**config.mk**
```make
export PLATFORM = sky130hd
export DESIGN_NAME = clk_div_prog
export DESIGN_NICKNAME = d
export VERILOG_FILES = /design/src/rtl/clk_div_prog.sv
export SDC_FILE = /design/constraint.sdc
export NUM_CORES = 1
export LEC_CHECK = 0
export ABC_AREA = 1
export BUFFER_PORTS_ARGS = -buffer_cell sky130_fd_sc_hd__buf_4
export CORE_MARGIN = 1
export CORE_UTILIZATION = 39
export CTS_CLUSTER_DIAMETER = 100
export DETAILED_ROUTE_END_ITERATION = 7
export REMOVE_ABC_BUFFERS = 1
export SLEW_MARGIN = 20
export SYNTH_ARGS = -nofsm -noshare
export SYNTH_HDL_FRONTEND = slang
export SYNTH_SLANG_ARGS = --single-unit
```
**constraint.sdc**
```tcl
create_clock -name CLK -period 4.05 [get_ports CLK]
set_input_delay 0.2025 -clock CLK [delete_from_list [all_inputs] [get_ports CLK]]
set_output_delay 0.2025 -clock CLK [all_outputs]
set_load 0.03 [all_outputs]
```
**src/rtl/clk_div_prog.sv**
```systemverilog
// Programmable clock-enable divider with shadowed period/high-time config.
// CLK_OUT is registered; RISE/FALL strobes serve logic in the CLK domain.
module clk_div_prog #(
  parameter int CNT_W    = 8,
  parameter int DEF_DIV  = 4,
  parameter int DEF_HIGH = 2
) (
  input  logic             CLK,
  input  logic             RESET,
  input  logic             EN,
  input  logic [CNT_W-1:0] DIV_IN,
  input  logic [CNT_W-1:0] HIGH_IN,
  input  logic             LOAD,
  output logic             BUSY,
  output logic             CFG_ERR,
  output logic             CLK_OUT,
  output logic             RISE,
  output logic             FALL
);

  typedef enum logic [1:0] {
    IDLE = 2'd0,
    RUN  = 2'd1,
    PEND = 2'd2
  } state_t;

  localparam logic [CNT_W-1:0] ONE   = CNT_W'(1);
  localparam logic [CNT_W-1:0] TWO   = CNT_W'(2);
  localparam logic [CNT_W-1:0] D_RST = CNT_W'(DEF_DIV);
  localparam logic [CNT_W-1:0] H_RST = CNT_W'(DEF_HIGH);

  state_t           state_q, state_d;
  logic [CNT_W-1:0] cnt_q, cnt_d;
  logic [CNT_W-1:0] div_q, div_d;
  logic [CNT_W-1:0] high_q, high_d;
  logic [CNT_W-1:0] sdiv_q, sdiv_d;
  logic [CNT_W-1:0] shigh_q, shigh_d;
  logic             busy_q, busy_d;
  logic             err_q, err_d;
  logic             out_q, out_d;
  logic             rise_q, rise_d;
  logic             fall_q, fall_d;

  logic             acc;
  logic             wrap;
  logic             apply;

  always_comb begin
    state_d = state_q;
    cnt_d   = cnt_q;
    div_d   = div_q;
    high_d  = high_q;
    sdiv_d  = sdiv_q;
    shigh_d = shigh_q;
    busy_d  = busy_q;
    err_d   = 1'b0;
    out_d   = 1'b0;
    rise_d  = 1'b0;
    fall_d  = 1'b0;

    acc = LOAD && (DIV_IN >= TWO) && (HIGH_IN >= ONE)
          && (HIGH_IN < DIV_IN);
    wrap = (cnt_q == div_q - ONE);
    // Idle has no period in progress, so a pending config lands at once.
    apply = busy_q && ((state_q == IDLE) || (EN && wrap));

    if (apply) begin
      div_d  = sdiv_q;
      high_d = shigh_q;
    end
    if (acc) begin
      sdiv_d  = DIV_IN;
      shigh_d = HIGH_IN;
    end
    busy_d = acc || (busy_q && !apply);
    err_d  = LOAD && !acc;

    if (EN) begin
      cnt_d = wrap ? '0 : cnt_q + ONE;
      out_d = (cnt_d >= div_d - high_d);
    end else begin
      cnt_d = '0;
    end
    rise_d = out_d && !out_q;
    fall_d = !out_d && out_q;

    if (!EN) begin
      state_d = IDLE;
    end else if (busy_d) begin
      state_d = PEND;
    end else begin
      state_d = RUN;
    end
  end

  always_ff @(posedge CLK) begin
    if (RESET) begin
      state_q <= IDLE;
      cnt_q   <= '0;
      div_q   <= D_RST;
      high_q  <= H_RST;
      sdiv_q  <= '0;
      shigh_q <= '0;
      busy_q  <= 1'b0;
      err_q   <= 1'b0;
      out_q   <= 1'b0;
      rise_q  <= 1'b0;
      fall_q  <= 1'b0;
    end else begin
      state_q <= state_d;
      cnt_q   <= cnt_d;
      div_q   <= div_d;
      high_q  <= high_d;
      sdiv_q  <= sdiv_d;
      shigh_q <= shigh_d;
      busy_q  <= busy_d;
      err_q   <= err_d;
      out_q   <= out_d;
      rise_q  <= rise_d;
      fall_q  <= fall_d;
    end
  end

  assign BUSY    = busy_q;
  assign CFG_ERR = err_q;
  assign CLK_OUT = out_q;
  assign RISE    = rise_q;
  assign FALL    = fall_q;

endmodule

```
* Word-level counts from Yosys, hierarchy flattened *
Index checks and enable logic that the tools add are counted.

word-level totals
  flip-flop bits (word level) = 47
  input bits = 20

operators by class
  multiplexer cells = 5
  bitwise operators = 1
  add/subtract/negate cells = 3
  reductions and logical operators = 17
  magnitude comparators = 4
  equality and inequality tests = 1

operators by type and width
  operator               number
  $mux W8                3
  $logic_and A1 B1 Y1    9
  $add A8 B1 Y8 const B  1
  $eq A8 B8 Y1           1
  $ge A8 B1 Y1 const B   1
  $ge A8 B2 Y1 const B   1
  $ge A8 B8 Y1           1
  $lt A8 B8 Y1           1
  $sub A8 B1 Y8 const B  1
  $sub A8 B8 Y8          1
  $logic_not A1 Y1       4
  $logic_not A2 Y1       1
  $logic_or A1 B1 Y1     2
  $mux W2                1
  $reduce_or A2 Y1       1
  $mux W1                1
  $not A1 Y1             1

* Longest topological paths before layout *
  depth in word-level cells = 11
  depth in mapped cells = 34
  depth with buffers taken out = 32

* Worst setup path after synthesis *
Ideal clock, no wire load.

  path kind = register to register
  from = register div_q[0]
  to = register rise_q (netlist: RISE)
  slack = 241 ps
  cell stages (with the launch flop) = 32
  data arrival time = 3744 ps
  path through = dfxtp_1 -> inv_2 -> ha_1 -> nand2_1 -> inv_1 -> nor2_1 -> nand2_1 -> nor2_1 -> nand3_1 -> nor2_2 -> nand3_2 -> nand2_4 -> nand2_4 -> buf_6 -> buf_2 -> nor2_1 -> a21oi_1 -> ha_1 -> a21oi_1 -> nor2_1 -> a211oi_1 -> nand2_1 -> xnor2_1 -> ha_1 -> nand2_1 -> nor2_1 -> nand4_1 -> o2111ai_1 -> nand2_1 -> inv_1 -> nand2_1 -> nor2_1

between the ends
  cells in the longest elaborated chain, start to end = 10
  elaborated cells between the ends (all ways) = 12

ends and longest elaborated chain
  element                   line  source
  start: declaration        34    logic [CNT_W-1:0] div_q, div_d;
  start signal: assignment  112   div_q <= div_d;
  $sub A8 B1 Y8             63    wrap = (cnt_q == div_q - ONE);
  $eq A8 B8 Y1              63
  $logic_and A1 B1 Y1       65    apply = busy_q && ((state_q == IDLE) || (EN && wrap));
  $logic_or A1 B1 Y1        65
  $logic_and A1 B1 Y1       65
  $mux W8                   67    if (apply) begin
  $sub A8 B8 Y8             80    out_d = (cnt_d >= div_d - high_d);
  $ge A8 B8 Y1 *            80
  $mux W1 *                 78    if (EN) begin
  $logic_and A1 B1 Y1 *     84    rise_d = out_d && !out_q;
  end signal: assignment    119   rise_q <= rise_d;
  end: declaration          41    logic rise_q, rise_d;

Every way passes the cells marked *; elsewhere a longest branch is shown, timed or not.
A chain may end at the register's enable or synchronous reset.

* Final worst setup path *
  from = register div_q[1]
  to = register rise_q (netlist: RISE)

between the ends
  cells in the longest elaborated chain, start to end = 10
  elaborated cells between the ends (all ways) = 12

ends and longest elaborated chain
  element              line
  $sub A8 B1 Y8        63
  $eq A8 B8 Y1         63
  $logic_and A1 B1 Y1  65
  $logic_or A1 B1 Y1   65
  $logic_and A1 B1 Y1  65
  $mux W8              67
  via div_d[4]         34
  $sub A8 B8 Y8        80
  $ge A8 B8 Y1         80
  $mux W1              78
  $logic_and A1 B1 Y1  84

The timed path passes the listed nets, and every way through them passes these cells.

==> results.ini <==
[finish]
final_cells=534
multi_input_area_um2=1729
n_fill_cell=733
final-seq-area_um2=943.4
postLayoutCellArea_um2=3356
utilization=0.4859
nNetsFinal=481
antenna_cells=0
syn2layout_area_growth_pct=18.99
drive_above_1_share=0.1941

[place]
post-place-ws_ns=0.08818
io_buffers=24
dpl_cell_area_um2=3105
hpwl_mm=4.833
dp_cells=523
gp_congestion=0.8231

[global_routing]
grt_antenna_before_repair=0
grt_use_total=0.1768
grt_max_degree=28
grt_pass1_wl_mm=10.45
overflow=0
met1_usage=0.2327
grt_pass1_vias=2346
met3_usage=0.03033
busiest_layer=met2
met2_usage=0.2963

[outcome]
status=completed

[yosys]
ys_seq_area_frac=0.3336
ys_types=34
yosysWarnings=0
ys_seq_elements=47
netlist_area_um2=2820
avgSynthCellArea_um2=6.879
netlist_instances=410

[routing]
vias_per_cell=4.875
remaining_drc_errors=0
wl_per_cell_um=12.18
wl_mm=6.503
ant_nets=0
drtPass1Iterations=4
vias=2603
drtIter0Drc=80

[power_and_ir_drop]
total_power_mw=1.141
irDropWorstVdd_uv=159.1
leakagePower_nw=1.622
p_per_area_nw_per_um2=340.2

[critical_path]
crit_path_max_fanout=7
worstPathRequired_ns=4.29
r2r_end=RISE$_SDFF_PP0_
cp_slowest_cell=dfxtp_2
ff2ff_setup_slack_ns=0.18
start_kind=flip-flop
worstPathArrival_ns=4.12
reg2regPathDepth=29
r2r-start=div_q[1]$_SDFF_PP0_
crit_top_cell=nand2_1
end_kind=flip-flop
path_class=reg2reg
cpPeakStageDelay_ns=0.37

[timing]
period_needed_ns=3.873
drv_slew=0
clock_skew_ns=0.01243
worst-slew-pin-transition_ns=0.6517
post-route-period-util=0.9564
relSlewSlack=0.5649
fmax_mhz=258.2
hold_viol=0
rsz0062_at_grt=yes
setup_ws_ns=0.1766
final-setup-viol-count=0

[worst_hold_path]
hold_path.startpoint=LOAD
whs_endpoint=CFG_ERR$_SDFF_PP0_
whs_path_depth=3
hold_path.class=in2reg

[cts]
htree_levels=2
hold_buffers=0
path_clk_slew_ns=0.10
cts_tree=yes
cts_max_path_buffers=2
cts.sinks=47
cts_buffers=5
cts_root_buf=clkbuf_8
clkLatencyLatePin_ns=0.31

[floorplan]
die-width_um=87.04
ios=25
core_um2=6907
die_area_um2=7575
fp.dieH_um=87.04
num_rows=30
initial_core_util=0.4083

[job]
cap_violations=0

## report_power, final
group,internal [mW],switching (mW),total (mW)
Sequential,0.489,0.0178,0.507
Clock,0.124,0.169,0.294
Combinational,0.134,0.207,0.341
## cell usage after synthesis
library cell | instances | area share
nand2b_1 | 1 | 0.0022
nor2_1 | 47 | 0.063
nand3b_1 | 2 | 0.0053
o211ai_1 | 1 | 0.0027
a211oi_1 | 1 | 0.0027
buf_6 | 1 | 0.0040
dfxtp_1 | 47 | 0.33
nand3_2 | 1 | 0.0035
o2111ai_1 | 2 | 0.0062
clkbuf_1 | 8 | 0.011
a21boi_0 | 1 | 0.0027
ha_1 | 23 | 0.10
nor2_2 | 5 | 0.011
nor4_1 | 6 | 0.013
o21ai_2 | 3 | 0.0093
xnor2_1 | 5 | 0.016
nand2_1 | 85 | 0.11
nand4_1 | 3 | 0.0067
inv_1 | 64 | 0.085
buf_2 | 2 | 0.0035
nand2_2 | 3 | 0.0067
nand2_4 | 2 | 0.0080
xor2_1 | 6 | 0.019
a21oi_2 | 2 | 0.0062
a21oi_1 | 32 | 0.057
nand3_1 | 19 | 0.034
nor3_1 | 8 | 0.014
o21ai_0 | 20 | 0.035
inv_2 | 2 | 0.0027
and3_1 | 1 | 0.0022
fa_1 | 1 | 0.0071
a21o_1 | 1 | 0.0027
o21ai_1 | 3 | 0.0053
or2_2 | 2 | 0.0044
## state kept, by name, summed over array words and instances, names as in the netlist, named ones only
signal	count
shigh_q	8
state_q	2
FALL	1
CFG_ERR	1
sdiv_q	8
CLK_OUT	1
high_q	8
div_q	7
cnt_q	8
BUSY	1
RISE	1
## cells by family (layout without fill, tap and decap cells)
kind of cell	count (synthesis)	count (layout)	synth area share
and+or+nand+nor	185	187	0.2871
buffers and inverters	77	103	0.1060
AOI/OAI and AO/OA	66	66	0.1300
DFF	47	47	0.3336
adders and majority gates	24	24	0.1091
xor gates and xnor gates	11	11	0.03416
## critical path: cells and delay by family, from the launching register on
family / cells / cell delay, ns
buf+inv: 3 / 0.15
fa+ha+maj: 3 / 0.85
simple gates: 18 / 1.75
compound gates: 4 / 0.54
flops: 1 / 0.37
xor+xnor: 1 / 0.15
## through the flow
step | TNS (ns) | hold WS (ns)
global route | -0.2705 | 0.1600
detailed placement | 0 | 0.4334
CTS | 0 | 0.1427
global placement | 0 | 0.4284
finish | 0 | 0.1439
floorplan | 0 | 0.2738
## routing by layer
metal,share of wire,routed length [um]
met5,0,0
met4,0.012,79
met1,0.47,3079
met2,0.48,3150
met3,0.030,194
## cell usage in the layout (no fill, tap or decap), types with 5 or more instances in the layout
cell type / instances
a21oi_1: 26
a21oi_2: 8
buf_4: 28
clkbuf_8: 5
dfxtp_1: 45
ha_1: 21
inv_1: 61
inv_2: 5
nand2_1: 82
nand2_2: 6
nand3_1: 19
nor2_1: 42
nor2_2: 9
nor3_1: 8
nor4_1: 6
o21ai_0: 17
xor2_1: 6
## layout make-up
cell class / count / share of cell area
clock buffers: 6 / 0.02163
clock inverters: 2 / 0.005220
inverters: 66 / 0.07383
multi-input cells: 288 / 0.5153
flip-flops and latches: 47 / 0.2811
well taps: 96 / 0.03579
repair buffers: 29 / 0.06711
## repair_timing
action                                  in CTS  in global routing
buffers inserted                             0                  1
endpoints found under the setup margin       0                  3
resized for setup                            0                 36
## worst max-delay path by stage
stage | cells past startpoint | to | slack, ns | startpoint
2_1_floorplan | 29 | RISE$_SDFF_PP0_ | 0.39 | div_q[0]$_SDFF_PP0_
3_3_place_gp | 29 | RISE$_SDFF_PP0_ | 0.19 | div_q[1]$_SDFF_PP0_
3_5_place_dp | 29 | RISE$_SDFF_PP0_ | 0.09 | div_q[1]$_SDFF_PP0_
4_1_cts | 30 | RISE$_SDFF_PP0_ | 0.03 | div_q[1]$_SDFF_PP0_
5_1_grt | 30 | RISE$_SDFF_PP0_ | -0.15 | div_q[1]$_SDFF_PP0_
6_report | 29 | RISE$_SDFF_PP0_ | 0.18 | div_q[1]$_SDFF_PP0_
Power figures use the tool's default switching activity.
